## src/rtl/bit_stuffer.sv

```systemverilog
// USB transmit bit stuffer: inserts a 0 after every STUFF_LEN consecutive 1s
// ahead of the NRZI encoder and stalls the serializer for each inserted bit.
module bit_stuffer #(
    parameter int unsigned STUFF_LEN = 6,
    parameter int unsigned CNT_W     = 3
) (
    input  logic       clk,
    input  logic       rst_b,
    input  logic       bstr_in,
    input  logic [1:0] bstr_in_ready,
    output logic       stall,
    output logic       bstr_out,
    output logic [1:0] bstr_out_ready,
    output logic       stuffed
);

    localparam int unsigned TYPE_W = 2;

    typedef enum logic {
        ST_PASS  = 1'b0,
        ST_STUFF = 1'b1
    } state_e;

    state_e              state_q,          state_d;
    logic [CNT_W-1:0]    ones_cnt_q,       ones_cnt_d;
    logic [TYPE_W-1:0]   held_type_q,      held_type_d;
    logic                bstr_out_q,       bstr_out_d;
    logic [TYPE_W-1:0]   bstr_out_ready_q, bstr_out_ready_d;
    logic                stuffed_q,        stuffed_d;
    logic [CNT_W-1:0]    cnt_inc;

    // State and output registers; reset discards any pending insertion.
    always_ff @(posedge clk or negedge rst_b) begin
        if (!rst_b) begin
            state_q          <= ST_PASS;
            ones_cnt_q       <= '0;
            held_type_q      <= '0;
            bstr_out_q       <= 1'b1;
            bstr_out_ready_q <= '0;
            stuffed_q        <= 1'b0;
        end else begin
            state_q          <= state_d;
            ones_cnt_q       <= ones_cnt_d;
            held_type_q      <= held_type_d;
            bstr_out_q       <= bstr_out_d;
            bstr_out_ready_q <= bstr_out_ready_d;
            stuffed_q        <= stuffed_d;
        end
    end

    // Next-state and next-output decode.
    always_comb begin
        state_d          = state_q;
        ones_cnt_d       = ones_cnt_q;
        held_type_d      = held_type_q;
        bstr_out_d       = bstr_out_q;
        bstr_out_ready_d = bstr_out_ready_q;
        stuffed_d        = 1'b0;
        cnt_inc          = ones_cnt_q + CNT_W'(1);

        unique case (state_q)
            ST_PASS: begin
                if (bstr_in_ready != TYPE_W'(0)) begin
                    bstr_out_d       = bstr_in;
                    bstr_out_ready_d = bstr_in_ready;
                    if (bstr_in) begin
                        ones_cnt_d = cnt_inc;
                        // Run complete: emit a 0 next cycle under this packet's type.
                        if (cnt_inc == CNT_W'(STUFF_LEN)) begin
                            held_type_d = bstr_in_ready;
                            state_d     = ST_STUFF;
                        end
                    end else begin
                        ones_cnt_d = '0;
                    end
                end else begin
                    // Idle gap: line rests at 1 and runs never span packets.
                    bstr_out_d       = 1'b1;
                    bstr_out_ready_d = '0;
                    ones_cnt_d       = '0;
                end
            end
            ST_STUFF: begin
                // Inputs are held by upstream and ignored here.
                bstr_out_d       = 1'b0;
                bstr_out_ready_d = held_type_q;
                stuffed_d        = 1'b1;
                ones_cnt_d       = '0;
                state_d          = ST_PASS;
            end
            default: begin
                state_d = ST_PASS;
            end
        endcase
    end

    // Stall is a pure decode of the state register.
    assign stall          = (state_q == ST_STUFF);
    assign bstr_out       = bstr_out_q;
    assign bstr_out_ready = bstr_out_ready_q;
    assign stuffed        = stuffed_q;

endmodule

```

## config.mk

```make
export PLATFORM = sky130hd
export DESIGN_NAME = bit_stuffer
export DESIGN_NICKNAME = d
export VERILOG_FILES = /design/src/rtl/bit_stuffer.sv
export SDC_FILE = /design/constraint.sdc
export NUM_CORES = 1
export LEC_CHECK = 0
export CORE_AREA = 2 2 39 41
export CTS_CLUSTER_SIZE = 25
export DETAILED_ROUTE_END_ITERATION = 6
export DIE_AREA = 0 0 41 43
export GPL_ROUTABILITY_DRIVEN = 0
export HOLD_SLACK_MARGIN = 0.12
export PLACE_DENSITY = 0.6
export SETUP_SLACK_MARGIN = 0.02
export SYNTH_ARGS = -nofsm -noshare
export SYNTH_HDL_FRONTEND = slang
export SYNTH_SLANG_ARGS = --single-unit
```

## constraint.sdc

```tcl
create_clock -name clk -period 1.9 [get_ports clk]
set_input_delay 0.38 -clock clk [delete_from_list [all_inputs] [get_ports clk]]
set_output_delay 0.38 -clock clk [all_outputs]
set_load 0.005 [all_outputs]
```

==> results.md <==
- The core area is 1380 um2.
- For flop-to-flop paths, the worst setup slack is 0.45 ns.
- The clock-pin slew reported for the worst setup and hold paths after clock tree synthesis is 0.07 ns.
- The total congestion overflow after global routing is 0.
- Setup repair after global routing left no endpoint under its margin.
- In the layout the commonest cells are sky130_fd_sc_hd__dfrtp_1 (9), sky130_fd_sc_hd__clkdlybuf4s50_1 (9), sky130_fd_sc_hd__nor2_1 (5).
- The number of gates resized after cts is 0.
- After the first detailed-routing iteration, the DRC count stood at 0.
- The worst setup path is launched from a register.
- The wire length of the first global-routing pass is 1.20 mm.
- The share of final-layout standard cells stronger than drive strength 1 is roughly a fifth.
- The max-slew headroom at the worst pin is 70.4%.
- Once layout is done, the placed cells without fillers occupy 519 um2.
- The die is 41 um wide.
- The final clock skew is 0.00352 ns.
- The H-tree depth is 1.
- The worst-path maximum fanout is 1.
- At the pin with the least slew margin, the transition time is 0.443 ns.
- The kind of cell with the highest combined delay along the critical path is flip-flops.
- The mean instance size in the synthesized netlist is between 10 and 15 um2.
- The worst-case vdd ir drop is 0.391 mV.
- Sequential elements use 65.7% of the synthesized area.
- On the worst path, the slowest cell contributes a delay of about 0.5 ns.
- The repair_antennas step left the layout with diodes totalling 0.
- The critical path data arrival time is 1.26 ns.
- In this run the critical register-to-register path is launched from ones_cnt_q[0]$_DFF_PN0_.
- The reg-to-reg critical path endpoint is held_type_q[0]$_DFFE_PN0P_.
- The effective utilization at floorplan is 27.7%.
- Across all layers, the routed design uses 243 vias.
- The placed instances occupy a cell area of 493 um2.
- The worst setup path is of the reg2out kind.
- The row count is 14.
- The length in cells of the worst reg-to-reg path is 4.
- Summed over all cells, the static leakage comes to 0.251 nW.
- The worst-case clock buffer depth is 2.
- The clock sink count is 10.
- The antenna violation net count after detailed routing is 0.
- In this run the vertical extent of the chip is between 40 and 50 um.
- By area the synthesized netlist is led by sky130_fd_sc_hd__dfrtp_1 (59%), sky130_fd_sc_hd__mux2_2 (12%), sky130_fd_sc_hd__dfstp_2 (6.9%), sky130_fd_sc_hd__ha_1 (6.5%), sky130_fd_sc_hd__nor2_1 (4.9%).
- The setup TNS is 0 ns.
- After layout, the worst path uses a little under nine tenths of the clock period.
- The total count of hold-check failures in the final report came to 0.
- After synthesis, the netlist uses 10 different library cells.
- The initial antenna violation count is 0.
- After synthesis the netlist holds a flip-flop and latch count of 10.
- The final number of max-transition violations is 0.
- The final net count is 49.
- On the final layout, the worst hold slack is 0.425 ns.
- The total I/O pin count is 10.
- The buffer and inverter count on the worst path is 1.
- Synthesis produced a netlist with a net count of 35.
- Counting I/O delays and the setup requirement, the final critical path takes 1.64 ns.
- Of the post-synthesis cell area, the dominant cell type holds between 50% and 60%.
- The area added between synthesis and finish is 35.6%.
- The kind of capture point of the worst setup path is an output pin.
- In this run the cell area of the synthesized design comes to approximately 380 um2.
- The data required time of the critical path is 1.52 ns.
- The run finished with clean final reports.
- The number of hold-repair buffers added at the cts stage is 0.
- In this run the power density over the cells is 837 nW/um2.
- Using the TritonRoute via totals, the vias-per-cell ratio works out to about 4.3.
- The number of search-and-repair iterations in the first detailed-routing pass is 1.
- Across the run, the number of max-cap violations was 0.
- The number of global-route vias before repair is 283.
- The number of setup buffers added after CTS is 0.
- The number of input and output port buffers inserted is 9.
- The die area is 1760 um2.
- The remaining routing DRC violations is 0.
- TritonCTS built the clock tree.
- At the later pin of the worst-skew pair, clock insertion delay measures 0.26 ns.
- The half-perimeter wire length after detailed placement is 496 um.
- In the synthesized netlist, the number of instances is 28.
- The worst hold path class is in2async.
- TritonCTS created 3 clock buffers.
- Traced cell by cell, the critical path runs through clkdlybuf4s50_1.
- The post-detailed-routing wire length is 659 um.
- The top achievable clock speed is just over 0.6 GHz.
- sky130_fd_sc_hd__dfrtp_1 takes more of the synthesized area than any other cell.
- For this run, the total global-route usage over all layers was measured as around 11%.
- Setup violations remaining at the end of the flow were counted as 0.
- The cell sitting at the root of the clock tree is a sky130_fd_sc_hd__clkbuf_4.
- The Yosys step of the flow raised 0 warnings.
- The maximum number of pins on one net before global-route repair is 11.
- In the final routed layout, each cell accounts on average for 11.6 um.
- Among all stages on the critical path, the largest delay is contributed by sky130_fd_sc_hd__dfstp_2.
==> cells by family (layout without fill, tap and decap cells) <==
| group | after synthesis | in the layout | share of synthesized area, % |
|---|---|---|---|
| mux | 4 | 4 | 11.8 |
| simple gates | 8 | 8 | 10.5 |
| xor+xnor | 1 | 1 | 2.29 |
| buf+inv | 2 | 15 | 1.96 |
| compound gates | 1 | 1 | 1.31 |
| flops | 10 | 10 | 65.7 |
| fa+ha+maj | 2 | 2 | 6.53 |
==> final cells by class <==
class | count | area, um2
clock buffer | 4 | 26.3
fill | 142 | 865
tap | 16 | 20.0
timing repair buffer | 9 | 90.1
inverter | 2 | 7.51
sequential | 10 | 251
multi-input combinational | 16 | 124
==> sequential cells by signal, summed over array words and instances (netlist names) <==
register        count
bstr_out_ready      2
stuffed             1
held_type_q         2
ones_cnt_q          3
stall               1
bstr_out            1
==> worst reg2reg max path, delay by kind of cell, from the launching register on <==
family / cells / cell delay, ns
muxes: 1 / 0.33
DFF: 1 / 0.41
adders and majority gates: 1 / 0.22
and+or+nand+nor: 1 / 0.20
xor gates and xnor gates: 1 / 0.19
==> synthesized netlist by cell type <==
cell,count
sky130_fd_sc_hd__dfrtp_1,9
sky130_fd_sc_hd__nor2_1,5
sky130_fd_sc_hd__mux2_2,4
sky130_fd_sc_hd__ha_1,2
sky130_fd_sc_hd__inv_1,2
sky130_fd_sc_hd__nor2b_1,2
sky130_fd_sc_hd__dfstp_2,1
sky130_fd_sc_hd__nand4b_1,1
sky130_fd_sc_hd__o21ai_0,1
sky130_fd_sc_hd__xor2_1,1
==> metal layers <==
metal / GRT usage, % / up-vias / share of wire [%]
met1: 11.5 / 117 / 41
li1: - / 118 / -
met2: 16.6 / 6 / 52
met4: 8.00 / 0 / 0.91
met3: 5.24 / 2 / 6.2
met5: 0 / - / 0
==> where the power goes <==
| group | switching, mW | total [mW] | internal [mW] |
|---|---|---|---|
| combinational | 0.0177 | 0.0441 | 0.0265 |
| clock | 0.0733 | 0.154 | 0.0812 |
| sequential | 0.00709 | 0.236 | 0.229 |
==> worst max path at each step <==
stage | startpoint | endpoint | slack [ns] | cells past startpoint
floorplan | ones_cnt_q[0]$_DFF_PN0_ | held_type_q[0]$_DFFE_PN0P_ | 0.57 | 4
global placement | bstr_in_ready[1] | held_type_q[1]$_DFFE_PN0P_ | 0.29 | 4
detailed placement | bstr_in_ready[1] | held_type_q[0]$_DFFE_PN0P_ | 0.20 | 4
CTS | bstr_out$_DFF_PN1_ | bstr_out | 0.25 | 1
global route | bstr_out$_DFF_PN1_ | bstr_out | 0.23 | 1
finish | bstr_out$_DFF_PN1_ | bstr_out | 0.26 | 1
==> per-stage QoR <==
stage	power [mW]	std cells	setup WS, ns	util, %
global route	0.463	57	0.226	37.5
detailed placement	0.285	53	0.196	35.6
floorplan	0.258	28	0.567	-
finish	0.435	57	0.259	37.5
global placement	0.283	53	0.295	35.6
CTS	0.445	57	0.246	37.5
No activity file was read; power rests on OpenSTA's default activity.
